File: src/rtl/uart_cmd_responder_pkg.sv
// Shared opcodes, reply codes and FSM state type for the UART command responder.
package uart_resp_pkg;

  localparam logic [7:0] OP_WRITE = 8'h57;  // 'W' + addr + data
  localparam logic [7:0] OP_READ  = 8'h52;  // 'R' + addr
  localparam logic [7:0] RSP_ACK  = 8'h06;
  localparam logic [7:0] RSP_NAK  = 8'h15;

  typedef enum logic [1:0] {
    IDLE,
    GET_ADDR,
    GET_DATA,
    SEND
  } state_e;

endpackage

File: src/rtl/uart_cmd_responder_if.sv
// UART FIFO-side handshake bundle. The responder is the master (pops RX, pushes TX);
// the UART FIFOs are the slave.
interface uart_cmd_responder_if #(
  parameter int DATA_W = 8
);
  logic              rx_empty;
  logic [DATA_W-1:0] r_data;
  logic              incorrect_send;
  logic              rd_uart;
  logic              tx_full;
  logic              wr_uart;
  logic [DATA_W-1:0] w_data;

  modport master (
    input  rx_empty, r_data, incorrect_send, tx_full,
    output rd_uart, wr_uart, w_data
  );

  modport slave (
    output rx_empty, r_data, incorrect_send, tx_full,
    input  rd_uart, wr_uart, w_data
  );
endinterface

File: src/rtl/uart_cmd_responder_regfile.sv
// Small byte register file: one synchronous write port, one combinational read port,
// and the whole array exported flat (byte i at [i*DATA_W +: DATA_W]).
module uart_resp_regfile #(
  parameter int DATA_W     = 8,
  parameter int REG_ADDR_W = 3
) (
  input  logic                                 clk,
  input  logic                                 Reset,
  input  logic                                 we,
  input  logic [REG_ADDR_W-1:0]                waddr,
  input  logic [DATA_W-1:0]                    wdata,
  input  logic [REG_ADDR_W-1:0]                raddr,
  output logic [DATA_W-1:0]                    rdata,
  output logic [DATA_W*(2**REG_ADDR_W)-1:0]    regs_out
);

  localparam int NREGS = 2**REG_ADDR_W;

  logic [DATA_W-1:0] mem_q [NREGS];
  logic [DATA_W-1:0] mem_d [NREGS];

  // Next-state of the array: copy, then overlay the single write.
  always_comb begin
    // NOTE: every always_comb output gets a full default first so no path leaves it unassigned (no latch).
    mem_d = mem_q;
    if (we) mem_d[waddr] = wdata;
  end

  // Register the array; it must read back as all zeros after reset.
  always_ff @(posedge clk) begin
    if (!Reset) begin
      // NOTE: this array is reset explicitly because readers observe it straight after reset;
      // large RAMs normally skip reset so they can map to memory macros.
      for (int i = 0; i < NREGS; i++) mem_q[i] <= '0;
    end else begin
      // NOTE: sequential state uses non-blocking assignment so all flops update from pre-edge values.
      mem_q <= mem_d;
    end
  end

  // Combinational read port and flat export.
  always_comb begin
    rdata    = mem_q[raddr];
    regs_out = '0;
    for (int i = 0; i < NREGS; i++) regs_out[i*DATA_W +: DATA_W] = mem_q[i];
  end

endmodule

File: src/rtl/uart_cmd_responder.sv
// UART command responder: pops command bytes from the UART RX FIFO, executes
// 'W' addr data / 'R' addr against a byte register file, and pushes one reply byte
// (ACK, NAK or read data) to the UART TX FIFO.
// Optional feature: define UART_RESP_TIMEOUT_EN to abort a command that stalls
// for TIMEOUT_CY idle cycles between bytes (timeout pulses, no reply).
module uart_cmd_responder
  import uart_resp_pkg::*;
#(
  parameter int DATA_W     = 8,
  parameter int REG_ADDR_W = 3
`ifdef UART_RESP_TIMEOUT_EN
  , parameter int TIMEOUT_CY = 1000
`endif
) (
  input  logic                              clk,
  input  logic                              Reset,
  uart_cmd_responder_if.master              uart,
  output logic [DATA_W*(2**REG_ADDR_W)-1:0] regs_out,
  output logic                              busy,
  output logic [7:0]                        cmd_count,
  output logic                              timeout
);

  state_e                  state_q, state_d;
  logic                    is_write_q, is_write_d;
  logic [REG_ADDR_W-1:0]   addr_q, addr_d;
  logic                    addr_ok_q, addr_ok_d;
  logic                    err_q, err_d;
  logic [DATA_W-1:0]       reply_q, reply_d;
  logic [7:0]              cmd_count_q, cmd_count_d;
  logic                    timeout_q, timeout_d;

  logic                    pop;
  logic                    push;
  logic                    err_now;
  logic                    rx_addr_ok;
  logic                    reg_we;
  logic [DATA_W-1:0]       reg_rdata;

`ifdef UART_RESP_TIMEOUT_EN
  localparam int TW = $clog2(TIMEOUT_CY + 1);
  logic [TW-1:0]           tmo_cnt_q, tmo_cnt_d;
`endif

  // Strobes are combinational and forced low while reset is asserted.
  assign pop         = Reset && (state_q != SEND) && !uart.rx_empty;
  assign push        = Reset && (state_q == SEND) && !uart.tx_full;
  assign uart.rd_uart = pop;
  assign uart.wr_uart = push;
  assign uart.w_data  = reply_q;
  assign busy        = (state_q != IDLE);
  assign cmd_count   = cmd_count_q;
  assign timeout     = timeout_q;

  // A parity error arriving with the final byte still belongs to this command.
  assign err_now    = err_q | (uart.incorrect_send && (state_q != SEND));
  assign rx_addr_ok = ((uart.r_data >> REG_ADDR_W) == '0);

  uart_resp_regfile #(
    .DATA_W    (DATA_W),
    .REG_ADDR_W(REG_ADDR_W)
  ) u_regfile (
    .clk      (clk),
    .Reset    (Reset),
    .we       (reg_we),
    .waddr    (addr_q),
    .wdata    (uart.r_data),
    .raddr    (uart.r_data[REG_ADDR_W-1:0]),
    .rdata    (reg_rdata),
    .regs_out (regs_out)
  );

  // Command parser: next state, captured fields, reply byte and register write.
  always_comb begin
    state_d     = state_q;
    is_write_d  = is_write_q;
    addr_d      = addr_q;
    addr_ok_d   = addr_ok_q;
    err_d       = err_now;
    reply_d     = reply_q;
    cmd_count_d = cmd_count_q;
    timeout_d   = 1'b0;
    reg_we      = 1'b0;

    case (state_q)
      IDLE: begin
        if (pop) begin
          if (uart.r_data == DATA_W'(OP_WRITE) || uart.r_data == DATA_W'(OP_READ)) begin
            is_write_d = (uart.r_data == DATA_W'(OP_WRITE));
            state_d    = GET_ADDR;
          end else begin
            reply_d = DATA_W'(RSP_NAK);
            state_d = SEND;
          end
        end
      end
      GET_ADDR: begin
        if (pop) begin
          addr_d    = uart.r_data[REG_ADDR_W-1:0];
          addr_ok_d = rx_addr_ok;
          if (is_write_q) begin
            state_d = GET_DATA;
          end else begin
            reply_d = (err_now || !rx_addr_ok) ? DATA_W'(RSP_NAK) : reg_rdata;
            state_d = SEND;
          end
        end
      end
      GET_DATA: begin
        if (pop) begin
          if (!err_now && addr_ok_q) begin
            reg_we  = 1'b1;
            reply_d = DATA_W'(RSP_ACK);
          end else begin
            reply_d = DATA_W'(RSP_NAK);
          end
          state_d = SEND;
        end
      end
      SEND: begin
        if (push) begin
          state_d     = IDLE;
          err_d       = 1'b0;
          cmd_count_d = cmd_count_q + 8'd1;
        end
      end
      default: state_d = IDLE;
    endcase

`ifdef UART_RESP_TIMEOUT_EN
    // Idle-cycle counter between bytes; any pop or leaving the byte states clears it.
    tmo_cnt_d = '0;
    if ((state_q == GET_ADDR || state_q == GET_DATA) && uart.rx_empty) begin
      if (tmo_cnt_q == TW'(TIMEOUT_CY - 1)) begin
        state_d   = IDLE;
        err_d     = 1'b0;
        timeout_d = 1'b1;
      end else begin
        tmo_cnt_d = tmo_cnt_q + 1'b1;
      end
    end
`endif
  end

  // State and output registers with synchronous active-low reset.
  always_ff @(posedge clk) begin
    if (!Reset) begin
      state_q     <= IDLE;
      is_write_q  <= 1'b0;
      addr_q      <= '0;
      addr_ok_q   <= 1'b0;
      err_q       <= 1'b0;
      reply_q     <= '0;
      cmd_count_q <= '0;
      timeout_q   <= 1'b0;
`ifdef UART_RESP_TIMEOUT_EN
      tmo_cnt_q   <= '0;
`endif
    end else begin
      state_q     <= state_d;
      is_write_q  <= is_write_d;
      addr_q      <= addr_d;
      addr_ok_q   <= addr_ok_d;
      err_q       <= err_d;
      reply_q     <= reply_d;
      cmd_count_q <= cmd_count_d;
      timeout_q   <= timeout_d;
`ifdef UART_RESP_TIMEOUT_EN
      tmo_cnt_q   <= tmo_cnt_d;
`endif
    end
  end

endmodule

File: src/flat_wrapper.sv
// flat-port wrapper written by rule: the top's interface ports become plain ports
module uart_cmd_responder_flat import uart_resp_pkg::*;
#(
  parameter int DATA_W     = 8,
  parameter int REG_ADDR_W = 3

)
  (clk, Reset, regs_out, busy, cmd_count, timeout, uart_rx_empty, uart_r_data, uart_incorrect_send, uart_tx_full, uart_rd_uart, uart_wr_uart, uart_w_data);
  uart_cmd_responder_if #(.DATA_W(DATA_W)) uart_i ();
  input  logic clk;
  input  logic Reset;
  output logic [DATA_W*(2**REG_ADDR_W)-1:0] regs_out;
  output logic busy;
  output logic [7:0] cmd_count;
  output logic timeout;
  input wire logic [$bits(uart_i.rx_empty)-1:0] uart_rx_empty;
  input wire logic [$bits(uart_i.r_data)-1:0] uart_r_data;
  input wire logic [$bits(uart_i.incorrect_send)-1:0] uart_incorrect_send;
  input wire logic [$bits(uart_i.tx_full)-1:0] uart_tx_full;
  output wire logic [$bits(uart_i.rd_uart)-1:0] uart_rd_uart;
  output wire logic [$bits(uart_i.wr_uart)-1:0] uart_wr_uart;
  output wire logic [$bits(uart_i.w_data)-1:0] uart_w_data;
  assign uart_i.rx_empty = uart_rx_empty;
  assign uart_i.r_data = uart_r_data;
  assign uart_i.incorrect_send = uart_incorrect_send;
  assign uart_i.tx_full = uart_tx_full;
  assign uart_rd_uart = uart_i.rd_uart;
  assign uart_wr_uart = uart_i.wr_uart;
  assign uart_w_data = uart_i.w_data;
  uart_cmd_responder #(.DATA_W(DATA_W), .REG_ADDR_W(REG_ADDR_W)) u_core (.clk(clk), .Reset(Reset), .uart(uart_i), .regs_out(regs_out), .busy(busy), .cmd_count(cmd_count), .timeout(timeout));
endmodule
File: config.mk
export PLATFORM = sky130hd
export DESIGN_NAME = uart_cmd_responder_flat
export DESIGN_NICKNAME = d
export VERILOG_FILES = /design/src/rtl/uart_cmd_responder_pkg.sv /design/src/rtl/uart_cmd_responder_if.sv /design/src/rtl/uart_cmd_responder_regfile.sv /design/src/rtl/uart_cmd_responder.sv /design/src/flat_wrapper.sv
export SDC_FILE = /design/constraint.sdc
export NUM_CORES = 1
export LEC_CHECK = 0
export BUFFER_PORTS_ARGS = -buffer_cell sky130_fd_sc_hd__buf_2
export CORE_MARGIN = 8
export CORE_UTILIZATION = 31
export CTS_CLUSTER_SIZE = 12
export DETAILED_ROUTE_END_ITERATION = 16
export PLACE_DENSITY = 0.5
export SYNTH_ARGS = -nofsm -noshare
export SYNTH_HDL_FRONTEND = slang
export SYNTH_SLANG_ARGS = --single-unit
export TNS_END_PERCENT = 5
File: constraint.sdc
create_clock -name clk -period 2.5 [get_ports clk]
set_input_delay 0.125 -clock clk [delete_from_list [all_inputs] [get_ports clk]]
set_output_delay 0.125 -clock clk [all_outputs]
set_load 0.02 [all_outputs]
==> impl_results.md, run 1 <==
- Status: complete, no violations
- Most common cell in the netlist: dfxtp_1
- Post-route DRC: 0
- Finished Cell Area: a little over 0.005 mm²
- Clk_lat worst skew: ~350 ps
- Initial drt markers: 148
- WL/cell: 17.9 µm
- Type of the worst setup path: flip-flop to flip-flop
- Sink Count: 88
- Rel. slew slack: 59.5%
- Clk slew on worst S/H paths: approximately 60 ps
- Syn avg cell area: 10.2 µm²
- Fill count: about 1300
- Core area: 0.0131 mm²
- Initial antenna violation count: 0
- DIE HEIGHT: 131 µm
- Crit path launch type: flip-flop
- First-pass GRT wire length: about 18 mm
- Final setup viols: 0
- Clk_skew: between 6 and 7 ps
- Post-Route Setup TNS: 0 ps
- Syn_nets: 421
- Fmax: between 400 and 500 MHz
- Final non-filler cell total: 669
- I/O pin cnt: 97
- Synth Cell Area: 0.00411 mm²
- Post-synthesis async set-or-reset flop share: 0%
- Tmin final: 2280 ps
- Unique masters post-synth: just under 50
- CTS tree: built
- ANT nets after route: 0
- Initial Util: 31.4%
- CTS root buf: clkbuf_16
- Via/cell ratio: 4.78
- Largest area contributor in the netlist: dfxtp_1
- # placed instances: 653
- Synth top area cells: dfxtp_1 43%, mux2i_1 18%, mux4_2 8.8%, nor2_1 7.6%, ha_1 1.8%
- CTS buffer count: 9
- Cts hold-fix bufs: 0
- CTS max path bufs: 2
- Fin crit share: 91.3%
- TritonRoute pass-1 iters: 4
- Die ar.: roughly 0.017 mm²
- Slew Limit Fails: 0
- Area Overhead vs Synth: 23.7%
- Commonest cells in the netlist: 88 x dfxtp_1, 83 x nor2_1, 73 x mux2i_1
- Yosys reg bits: 88
- FF+latch area: 0.00176 mm²
- IO Port Bufs: 95
- Cells after synthesis: 402
- Hold Violations, Final: 0
- Total power draw: 0.00347 W
- Power per cell area: 683 mW/mm²
- CP Max Fanout: 8
- Total gr overflow: 0
- Final nets: between 500 and 600
- Vias in the first global route: around 3200
- Leak Pwr: 2.32 nW
- Area post-placement: about 0.0048 mm²
- Worst-margin pin slew: 605 ps
- Hold Crit Class: primary input to flip-flop
- Post-DP HPWL: 8.58 mm
- Required time of the critical path: 2720 ps
- # diodes: 0
- Multi-input logic area: 0.00219 mm²
- Number of enable flip-flop cells after synthesis: 0
- Top-area cell type share of the netlist area: 42.9%
- Largest net degree at the start of global routing: 87
- Via count: 3200
- H-tree levels: 3
- Share of cells above drive strength 1: 31.8%
- Total Wirelength: 12.0 mm
- Fraction of the yosys area taken by sequential cells: 42.9%
- Post-CTS Setup Inserts: 0
- Final GP Congestion: roughly 0.76
- Die X-Extent: about 130 µm
- Main synth FF type: dfxtp_1
- Number of placement rows: 42
- Final core occ: between 30 and 40%
- GRT Overall Usage: 14.1%
- Worst EP arrival: 2500 ps
- Crit end category: flip-flop
- Max_cap viols: 0
- Maximum VDD drop: 0.589 mV
- RSZ-0062 raised after global routing: no
- Post-CTS Resized: 0
- Synth Warn #: 0
stage by stage:
| stage | setup WS [ps] | hold WS (ps) |
|---|---|---|
| floorplan | 355 | 247 |
| global placement | 278 | 406 |
| detailed placement | 228 | 407 |
| CTS | 202 | 45.6 |
| global route | 102 | 52.8 |
| finish | 219 | 53.2 |
layout make-up:
cell class | instances | share of cell area, %
multi-input combinational | 274 | 43.1
sequential | 88 | 34.7
timing repair buffer | 108 | 11.5
clock buffer | 10 | 4.51
tap | 176 | 4.33
clock inverter | 6 | 1.33
inverter | 7 | 0.517
final timing paths:
| kind | from | to | slack (ps) | cells past startpoint |
|---|---|---|---|---|
| hold reg to reg | u_core.uart.w_data[7] | u_core.uart.w_data[7] | 450 | 2 |
| hold / removal | uart_tx_full | u_core.err_q | 50 | 3 |
| setup / recovery | u_core.state_q[1] | u_core.u_regfile.regs_out[51] | 220 | 6 |
| setup reg to reg | u_core.state_q[1] | u_core.u_regfile.regs_out[51] | 220 | 6 |
layout by cell type (no fill, tap or decap), types with 5 or more instances in the layout:
cell	netlist	routed
buf_2	10	95
dfxtp_1	88	88
nor2_1	83	83
mux2i_1	73	73
mux4_2	16	16
nand2_1	13	13
buf_4	1	12
nand3_1	9	9
a21oi_1	9	9
clkbuf_16	0	9
inv_1	6	6
xor2_1	6	6
ha_1	6	6
mux2_2	5	5
report_power, final:
part	leakage, nW	switching, W	internal, W
registers	0.710	0.0000410	0.00145
clock network	0.139	0.000592	0.000779
logic	1.48	0.000396	0.000214
total	2.32	0.00103	0.00244
critical path, cell delays in order, from the launching register on:
cell	delay, ps
dfxtp_1	340
ha_1	290
nor3b_4	400
nand4bb_4	230
nor3_4	570
mux2i_1	270
nor2_1	60
per-layer routing:
metal	GRT usage (%)	wire, µm	up-vias	share of wire [%]
met5	0	0	-	0
met4	3.65	108	0	0.90
met3	4.53	778	7	6.5
met2	22.1	5310	90	44
met1	18.4	5780	1534	48
li1	-	-	1569	-
flip-flops by register name (all words and copies together) (netlist names):
register,flops
u_core.state_q,2
u_core.uart.w_data,8
u_core.is_write_q,1
u_core.addr_ok_q,1
u_core.u_regfile.regs_out,64
u_core.cmd_count,8
u_core.addr_q,3
u_core.err_q,1
cell families after synthesis:
group | count (synthesis) | synth area share (%)
adders and majority gates | 6 | 1.83
other | 1 | 0.0913
and+or+nand+nor | 140 | 17.7
buffers and inverters | 40 | 4.05
muxes | 94 | 27.9
DFF | 88 | 42.9
xor gates and xnor gates | 9 | 1.92
AOI/OAI and AO/OA | 24 | 3.54
(Power assumes the default switching activity.)
==> run 2: changes to the inputs <==
Clock period 2.5 ns to 2.9 ns, I/O delays scaled along.
==> impl_results.md, run 2 (synthesis gave the netlist of run 1 again) <==
- Hold Violations, Final: 0 (unchanged)
- Vias in the first global route: 3233 (was 3207)
- Largest net degree at the start of global routing: 49 (was 87)
- Number of placement rows: 42 (unchanged)
- Initial Util: 31.4% (unchanged)
- CTS max path bufs: 2 (unchanged)
- Status: complete, no violations (unchanged)
- Initial antenna violation count: 0 (unchanged)
- I/O pin cnt: 97 (unchanged)
- # diodes: 0 (unchanged)
- Via count: 3206 (was 3200)
- Commonest non-fill, non-tap cells in the layout: 95 x buf_2, 88 x dfxtp_1, 83 x nor2_1 (unchanged)
- Tmin final: 2370 ps (was 2280 ps)
- CP peak stage delay: 490 ps (was 570 ps)
- # placed instances: 647 (was 653)
- First-pass GRT wire length: 18.6 mm (was 18.2 mm)
- Total Wirelength: 12.2 mm (was 12.0 mm)
- GRT Overall Usage: 14.5% (was 14.1%)
- Fin crit share: 81.8% (was 91.3%)
- Power per cell area: 590 mW/mm² (was 683 mW/mm²)
- Initial drt markers: 162 (was 148)
- CP Max Fanout: 8 (unchanged)
- DIE HEIGHT: 131 µm (unchanged)
- Met3 WL: 808 µm (was 778 µm)
- TritonRoute pass-1 iters: 6 (was 4)
- Via/cell ratio: 4.84 (was 4.78)
- Post-DP HPWL: 8.84 mm (was 8.58 mm)
- Worst-margin pin slew: 718 ps (was 605 ps)
- Die ar.: 0.0172 mm² (unchanged)
- Buffer and inverter count on the worst path: 0 (unchanged)
- CTS buffer count: 9 (unchanged)
- Final nets: 501 (was 507)
- Multi-input logic area: 0.00219 mm² (unchanged)
- Final non-filler cell total: 662 (was 669)
- RSZ-0062 raised after global routing: no (unchanged)
- Max_cap viols: 0 (unchanged)
- Hold Crit Class: primary input to flip-flop (unchanged)
- CTS tree: built (unchanged)
- Required time of the critical path: 3110 ps (was 2720 ps)
- Area Overhead vs Synth: 22.4% (was 23.7%)
- Post-Route Setup TNS: 0 ps (unchanged)
- CTS root buf: clkbuf_16 (unchanged)
- Rel. slew slack: 52.0% (was 59.5%)
- Die X-Extent: 131 µm (unchanged)
- Met1 wire length: 5.77 mm (was 5.78 mm)
- Sink Count: 88 (unchanged)
- Total power draw: 0.00296 W (was 0.00347 W)
- Final core occ: 38.4% (was 38.8%)
- Wire length on met2: 5.51 mm (was 5.31 mm)
- Share of cells above drive strength 1: 30.9% (was 31.8%)
- Post-CTS Setup Inserts: 0 (unchanged)
- Slowest-stage cell, CP: nand4b_1 (was nor3_4)
- Max Used Layer: met4 (unchanged)
- Critical path, cell by cell: ha_1 > nor3b_4 > and4bb_2 > nand4b_1 > mux2i_1 > nor2_1 (was ha_1 > nor3b_4 > nand4bb_4 > nor3_4 > mux2i_1 > nor2_1)
- Fmax: 422 MHz (was 438 MHz)
- Slew Limit Fails: 0 (unchanged)
- WL/cell: 18.4 µm (was 17.9 µm)
- Clk_skew: 10.6 ps (was 6.04 ps)
- Maximum VDD drop: 0.362 mV (was 0.589 mV)
- Min Hold Slack: 75.0 ps (was 53.2 ps)
- Post-CTS Resized: 0 (unchanged)
- IO Port Bufs: 95 (unchanged)
- Core area: 0.0131 mm² (unchanged)
- Fill count: 1341 (was 1349)
- Final GP Congestion: 0.792 (was 0.763)
- H-tree levels: 3 (unchanged)
- Crit path launch type: flip-flop (unchanged)
- Cts hold-fix bufs: 0 (unchanged)
- Clk_lat worst skew: 350 ps (about the same)
- Crit end category: flip-flop (unchanged)
- Clk slew on worst S/H paths: 60 ps (about the same)
- Leak Pwr: 2.30 nW (was 2.32 nW)
- Final setup viols: 0 (unchanged)
- Post-route DRC: 0 (unchanged)
- FF+latch area: 0.00176 mm² (unchanged)
- ANT nets after route: 0 (unchanged)
- Largest register FFs: 64 (unchanged)
- Type of the worst setup path: flip-flop to flip-flop (unchanged)
- CP delay by family, top: simple AND/OR/NAND/NOR gates (unchanged)
- Worst EP arrival: 2580 ps (was 2500 ps)
- Most common cell after layout, fill and taps aside: buf_2 (unchanged)
- Total gr overflow: 0 (unchanged)
## run 2: power breakdown
| group | switching [W] | internal (W) |
|---|---|---|
| logic | 0.000341 | 0.000181 |
| registers | 0.0000358 | 0.00125 |
| clock network | 0.000494 | 0.000663 |
## run 2: area by class of cell
class,instances,share of cell area [%]
clock buffer,10,4.56
clock inverter,5,1.12
inverter,7,0.523
multi-input combinational,274,43.6
sequential,88,35.1
tap,176,4.38
timing repair buffer,102,10.8
## run 2: worst paths after layout
| check | startpoint | end | slack (ps) | cells after the start |
|---|---|---|---|---|
| worst min-delay path | uart_tx_full | u_core.err_q | 80 | 3 |
| worst min register to register | u_core.uart.w_data[7] | u_core.uart.w_data[7] | 440 | 2 |
| worst max register to register | u_core.state_q[1] | u_core.u_regfile.regs_out[47] | 530 | 6 |
| worst max-delay path | u_core.state_q[1] | u_core.u_regfile.regs_out[47] | 530 | 6 |
## run 2: tightest hold or removal path, cell delays in order
cell	delay, ps
buf_2	110
nand2_1	60
a21oi_1	50
## run 2: metal layers
metal,up-vias,track usage [%]
li1,1560,-
met1,1556,18.2
met2,80,23.2
met3,10,5.50
met4,0,3.24
met5,-,0
## run 2: per-stage QoR
step	worst slack, ps	cell area [µm²]
global placement	594	4740
detailed placement	515	4740
CTS	514	5020
finish	529	5020
floorplan	755	4110
global route	333	5020
